[src/rtl/tap_controller.sv]
// rtl/tap_controller.sv - IEEE 1149.1 style TAP state machine with registered decode outputs
// Outputs are flops loaded from a decode of next_state, so they always match State.
module tap_controller (
  input  logic       TCK,
  input  logic       TRST_n,
  input  logic       TMS,
  output logic [3:0] State,
  output logic       Test_Reset,
  output logic       Run_Idle,
  output logic       Capture_DR,
  output logic       Shift_DR,
  output logic       Update_DR,
  output logic       Capture_IR,
  output logic       Shift_IR,
  output logic       Update_IR,
  output logic       Select_IR,
  output logic       TDO_En
);

  localparam logic [3:0] TLR    = 4'hF;
  localparam logic [3:0] RTI    = 4'hC;
  localparam logic [3:0] SEL_DR = 4'h7;
  localparam logic [3:0] CAP_DR = 4'h6;
  localparam logic [3:0] SH_DR  = 4'h2;
  localparam logic [3:0] EX1_DR = 4'h1;
  localparam logic [3:0] PAU_DR = 4'h3;
  localparam logic [3:0] EX2_DR = 4'h0;
  localparam logic [3:0] UPD_DR = 4'h5;
  localparam logic [3:0] SEL_IR = 4'h4;
  localparam logic [3:0] CAP_IR = 4'hE;
  localparam logic [3:0] SH_IR  = 4'hA;
  localparam logic [3:0] EX1_IR = 4'h9;
  localparam logic [3:0] PAU_IR = 4'hB;
  localparam logic [3:0] EX2_IR = 4'h8;
  localparam logic [3:0] UPD_IR = 4'hD;

  logic [3:0] next_state;
  logic       test_reset_d, run_idle_d, capture_dr_d, shift_dr_d, update_dr_d;
  logic       capture_ir_d, shift_ir_d, update_ir_d, select_ir_d, tdo_en_d;

  always_ff @(posedge TCK) begin
    if (!TRST_n) begin
      State      <= TLR;
      Test_Reset <= 1'b1;
      Run_Idle   <= 1'b0;
      Capture_DR <= 1'b0;
      Shift_DR   <= 1'b0;
      Update_DR  <= 1'b0;
      Capture_IR <= 1'b0;
      Shift_IR   <= 1'b0;
      Update_IR  <= 1'b0;
      Select_IR  <= 1'b0;
      TDO_En     <= 1'b0;
    end else begin
      State      <= next_state;
      Test_Reset <= test_reset_d;
      Run_Idle   <= run_idle_d;
      Capture_DR <= capture_dr_d;
      Shift_DR   <= shift_dr_d;
      Update_DR  <= update_dr_d;
      Capture_IR <= capture_ir_d;
      Shift_IR   <= shift_ir_d;
      Update_IR  <= update_ir_d;
      Select_IR  <= select_ir_d;
      TDO_En     <= tdo_en_d;
    end
  end

  always_comb begin
    next_state = State;
    case (State)
      TLR:    next_state = TMS ? TLR    : RTI;
      RTI:    next_state = TMS ? SEL_DR : RTI;
      SEL_DR: next_state = TMS ? SEL_IR : CAP_DR;
      CAP_DR: next_state = TMS ? EX1_DR : SH_DR;
      SH_DR:  next_state = TMS ? EX1_DR : SH_DR;
      EX1_DR: next_state = TMS ? UPD_DR : PAU_DR;
      PAU_DR: next_state = TMS ? EX2_DR : PAU_DR;
      EX2_DR: next_state = TMS ? UPD_DR : SH_DR;
      UPD_DR: next_state = TMS ? SEL_DR : RTI;
      SEL_IR: next_state = TMS ? TLR    : CAP_IR;
      CAP_IR: next_state = TMS ? EX1_IR : SH_IR;
      SH_IR:  next_state = TMS ? EX1_IR : SH_IR;
      EX1_IR: next_state = TMS ? UPD_IR : PAU_IR;
      PAU_IR: next_state = TMS ? EX2_IR : PAU_IR;
      EX2_IR: next_state = TMS ? UPD_IR : SH_IR;
      UPD_IR: next_state = TMS ? SEL_DR : RTI;
    endcase
  end

  always_comb begin
    test_reset_d = (next_state == TLR);
    run_idle_d   = (next_state == RTI);
    capture_dr_d = (next_state == CAP_DR);
    shift_dr_d   = (next_state == SH_DR);
    update_dr_d  = (next_state == UPD_DR);
    capture_ir_d = (next_state == CAP_IR);
    shift_ir_d   = (next_state == SH_IR);
    update_ir_d  = (next_state == UPD_IR);
    tdo_en_d     = (next_state == SH_DR) || (next_state == SH_IR);
    // IR column: Select-IR-Scan through Update-IR
    select_ir_d  = (next_state == SEL_IR) || (next_state == CAP_IR) ||
                   (next_state == SH_IR)  || (next_state == EX1_IR) ||
                   (next_state == PAU_IR) || (next_state == EX2_IR) ||
                   (next_state == UPD_IR);
  end

endmodule

[config.mk]
export PLATFORM = sky130hd
export DESIGN_NAME = tap_controller
export DESIGN_NICKNAME = d
export VERILOG_FILES = /design/src/rtl/tap_controller.sv
export SDC_FILE = /design/constraint.sdc
export NUM_CORES = 1
export LEC_CHECK = 0
export ABC_AREA = 1
export CORE_MARGIN = 3
export CORE_UTILIZATION = 42
export CTS_CLUSTER_DIAMETER = 80
export DETAILED_ROUTE_END_ITERATION = 7
export GPL_ROUTABILITY_DRIVEN = 0
export PLACE_DENSITY = 0.84
export SLEW_MARGIN = 20
export SYNTH_ARGS = -nofsm -noshare
export SYNTH_HDL_FRONTEND = slang
export SYNTH_SLANG_ARGS = --single-unit
export TNS_END_PERCENT = 20
[constraint.sdc]
create_clock -name TCK -period 1.5 [get_ports TCK]
set_input_delay 0.225 -clock TCK [delete_from_list [all_inputs] [get_ports TCK]]
set_output_delay 0.225 -clock TCK [all_outputs]
set_load 0.02 [all_outputs]
==> Word level (Yosys, flattened, before mapping) <==
Index checks and enable logic that the tools add are counted.
{ "classes": {"n_eq_ne": 27, "muxes": 13, "n_reduce_logical": 11} }
{ "op_table": {"columns": ["operator", "n"], "rows": [
  ["equality test 4 bit (second input constant)", 16],
  ["one-hot mux 4 bit (12 select lines)", 1],
  ["equality test 4 x 3 -> 1 bit (second input constant)", 7],
  ["equality test 4 x 2 -> 1 bit (second input constant)", 3],
  ["two-way mux 2 bit", 6],
  ["two-way mux 3 bit", 4],
  ["logical OR 1 bit", 7],
  ["equality test 4 x 1 -> 1 bit (second input constant)", 1],
  ["logical NOT 4 bit", 1],
  ["two-way mux 4 bit", 1],
  ["OR reduction 2 bit", 2],
  ["OR reduction 3 bit", 1],
  ["two-way mux 1 bit", 1]
]} }
{ "totals": {"ff_bits": 14, "word_cells": 62} }

==> Longest topological paths before layout <==
{ "depth": {"depth_word": 10, "mapped_depth": 9, "depth_no_buf": 9} }

==> Worst setup path before layout <==
No wires, ideal clock.
{ "synth_timing": {"path_kind": "register to register", "start": "reg State[0]", "end": "reg Select_IR", "setup_ns": 0.110, "t_arrival_ns": 1.182, "required_time_ns": 1.390, "setup_slack_ns": 0.208, "stages_incl_launch_ff": 8, "path_buffers": 0, "period_less_slack_ns": 1.292, "cell_sequence": "dfxtp_1 > a21oi_1 > nor2_1 > nor2_4 > nand2_2 > nand3_1 > nand2_1 > nor2_1"} }
{ "synth_via": {"elab_chain_cells": 10, "elab_cells_between_ends": 33, "classes_between": "eq/ne (22); mux (1); reduce/logical (10)"} }
{ "synth_rtl": {"columns": ["element", "line", "source"], "rows": [
  ["from (decl)", "7", "output logic [3:0] State,"],
  ["from (signal assigned)", "55", "State <= next_state;"],
  ["equality test 4 bit (tied with other cells)", "71", "case (State)"],
  ["OR reduction 3 bit (no source line) / OR reduction 2 bit (equally long branches)", null, null],
  ["one-hot mux 4 bit (12 select lines) *", "71", null],
  ["equality test 4 x 3 -> 1 bit / equality test 4 bit (equally long branches)", "102", "select_ir_d = (next_state == SEL_IR) || (next_state == CAP_IR) ||"],
  ["logical OR 1 bit (2 in a row)", "102", null],
  ["logical OR 1 bit (2 in a row)", "103", "(next_state == SH_IR) || (next_state == EX1_IR) ||"],
  ["logical OR 1 bit", "104", "(next_state == PAU_IR) || (next_state == EX2_IR) ||"],
  ["logical OR 1 bit *", "104", null],
  ["to (signal assigned)", "64", "Select_IR <= select_ir_d;"],
  ["to (decl)", "16", "output logic Select_IR,"]
]} }
Mark *: on every way between the ends. The rest lies on a longest branch, timed or not.
A chain may end at the register's enable or synchronous reset.

==> Worst setup path in the final report <==
{ "layout_timing": {"start": "reg TDO_En", "end": "out TDO_En"} }
{ "layout_rtl": {"columns": ["element", "line", "source"], "rows": [
  ["from (decl)", "17", "output logic TDO_En"],
  ["from (signal assigned)", "65", "TDO_En <= tdo_en_d;"]
]} }
No word-level cell between the ends.

==> metrics.md <==
| Metric | Value |
|---|---|
| Cell Area, Placed | `756 µm²` |
| CP required | `1270 ps` |
| Setup crit start kind | `flop` |
| Vias in the first global route | `457` |
| Crit. path cell count | `1` |
| Setup-failing EPs final | `0` |
| Grt total ovfl | `0` |
| Worst hold-check path type | `in2reg` |
| Worst path cell trace | `clkdlybuf4s50_1` |
| Post-synthesis net count | `74` |
| Max IR drop VDD | `0.880 mV` |
| First-pass GRT wire length | `1.89 mm` |
| Share of cells above drive strength 1 | `0.200` |
| Cells after Synth | `71` |
| Reg clk slew, reported paths | `80 ps` |
| DRT iter0 DRCs | `12` |
| Top cell type's share of synthesized area | `0.514` |
| Max clock buf depth | `2` |
| Worst-Skew Late Latency | `270 ps` |
| Cell Pwr Density | `1360 mW/mm²` |
| Worst Path Arrival | `1190 ps` |
| Max-slew headroom | `0.815` |
| Post-DP HPWL | `844 µm` |
| Final Util | `0.682` |
| Syn. warnings | `0` |
| Design area | `788 µm²` |
| Max FO, Critical Path | `1` |
| Syn Area/Cell | `7.68 µm²` |
| Global-route total usage across every layer | `0.136` |
| Delay-heaviest family, CP | `buffers and inverters` |
| Worst path max stage delay | `600 ps` |
| Max Freq | `707 MHz` |
| Hold path cells | `2` |
| Run status | `finished clean` |
| Top Ports | `17` |
| Total detailed-routing wirelength | `1.09 mm` |
| Hold_sp | `TRST_n` |
| Post-Place Setup Slack | `-160 ps` |
| Final period util | `0.943` |
| ANT cells | `0` |
| Initial antenna violation count | `0` |
| CORE AREA | `0.00116 mm²` |
| Setup ws final | `86.2 ps` |
| Crit. End Element | `output port` |
| Die Ht | `42.0 µm` |
| DRC | `0` |
| Final Max Slew Viols | `0` |
| Fillers | `97` |
| Synth Register Bits | `14` |
| Detail Route Antenna Nets | `0` |
| Hold Path End | `State[0]$_SDFF_PN1_` |
| Final Hold Viols | `0` |
| CTS Buf Count | `3` |
| Max-cap violations | `0` |
| Reg2reg end | `Select_IR$_SDFF_PN0_` |
| Leading area contributor after synthesis | `dfxtp_1` |
| Number of vias per cell | `4.82` |
| Largest cells by area after synthesis | `dfxtp_1 (51%), nor2_1 (9.6%), nand2_1 (8.9%)` |
| RSZ-0062 raised after global routing | `false` |
| Port-buffer cells | `16` |
| Final Skew | `1.09 ps` |
| DIE AREA | `0.00177 mm²` |
| Root Buffer | `clkbuf_4` |
| DR pass1 iterations | `4` |
| Asr flop ratio synth | `0` |
| CP bufs+invs | `1` |
| Vias | `525` |
| Synth unique cells | `16` |
| Largest net degree at the start of global routing | `9` |
| Power Total | `1070 µW` |
| Kind of critical path | `reg2out` |
| Nets@finish | `99` |
| Effective utilization at floorplan | `0.472` |
| Slew of the pin with the lowest slew margin | `277 ps` |
| Layout area overhead | `44.5%` |
| Avg WL per Cell | `10.0 µm` |
| Leakage | `0.000369 µW` |
| Syn Std Cell Area | `546 µm²` |
| CTS tree | `yes` |
| Num Clock Sinks | `14` |
| CP max stage cell | `clkdlybuf4s50_1` |
| Ys flop type | `dfxtp_1` |
| Most frequent cells after synthesis | `dfxtp_1 (14), nor2_1 (14), nand2_1 (13)` |
| Min Clock Period, post-route | `1410 ps` |
| Worst reg-to-reg setup slack | `130 ps` |
| EDFF count, synth | `0` |
| Die W | `42.0 µm` |
| R2r worst-path depth | `9` |
| CTS H-Tree Depth | `1` |
| Row cnt | `12` |
| Worst R2R Start | `State[1]$_SDFF_PN1_` |
| Post-synthesis sequential area ratio | `0.514` |
[area by class of cell]
type                    count  area (µm²)  share of cell area
repair buffers             21         193               0.244
flip-flops and latches     14         282               0.357
multi-input cells          47         226               0.287
clock buffers               4        36.3              0.0460
well taps                  14        17.5              0.0222
inverters                   9        33.8              0.0429
[metrics by stage]
| stage | std cells | hold WS, ps | TNS [ps] |
|---|---|---|---|
| CTS | 109 | 634 | 0 |
| floorplan | 71 | 442 | 0 |
| global route | 109 | 660 | 0 |
| detailed placement | 105 | 704 | -636 |
| finish | 109 | 638 | 0 |
| global placement | 105 | 691 | -314 |
[cell families (layout without fill, tap and decap cells)]
| family | after synthesis | count (layout) | synth area share |
|---|---|---|---|
| simple gates | 39 | 39 | 0.317 |
| flops | 14 | 14 | 0.514 |
| buf+inv | 10 | 34 | 0.0711 |
| compound gates | 8 | 8 | 0.0986 |
[registers in the layout, summed over array words and instances, names as in the netlist]
name	flops
Test_Reset	1
Capture_DR	1
Update_DR	1
State	4
TDO_En	1
Run_Idle	1
Capture_IR	1
Update_IR	1
Select_IR	1
Shift_IR	1
Shift_DR	1
[power breakdown]
part	total, µW	switching [µW]	internal, µW
Clock	266	118	148
Combinational	360	212	148
Sequential	447	33.0	415
Total	1070	363	710
[placed cells by master, fill, tap and decap left out, drive strengths merged]
cell type,Yosys,final
buf,1,5
nor2,15,15
clkdlybuf4s50,0,12
a21oi,4,4
clkbuf,0,4
dlygate4sd2,0,4
nand2,16,16
dfxtp,14,14
nand4,1,1
inv,9,9
nor3,2,2
o21ai,3,3
a22oi,1,1
nand3,5,5
[routing by layer]
layer / up-vias / share of wire / track usage
met5: - / 0 / 0
met4: 0 / 0.0073 / 0.0186
met3: 2 / 0.066 / 0.0644
met2: 13 / 0.48 / 0.216
met1: 240 / 0.45 / 0.173
li1: 270 / - / -
[how the worst max path moves through the flow]
stage                         from                    to  slack, ps
2_1_floorplan  State[0]$_SDFF_PN1_  Select_IR$_SDFF_PN0_        210
3_3_place_gp                   TMS  Select_IR$_SDFF_PN0_       -100
3_5_place_dp                   TMS  Select_IR$_SDFF_PN0_       -160
4_1_cts          TDO_En$_SDFF_PN0_                TDO_En         70
5_1_grt        State[2]$_SDFF_PN1_  Update_IR$_SDFF_PN0_          4
6_report         TDO_En$_SDFF_PN0_                TDO_En         90
[what timing repair did]
item | CTS | global route
setup endpoints to repair | 4 | 4
setup buffers | 0 | 0
gates cloned | 0 | 0
endpoints found under the hold margin | 0 | 0
gates resized for setup | 4 | 1
hold buffers | 0 | 0
Note: power is estimated with default switching activity, not from simulation.
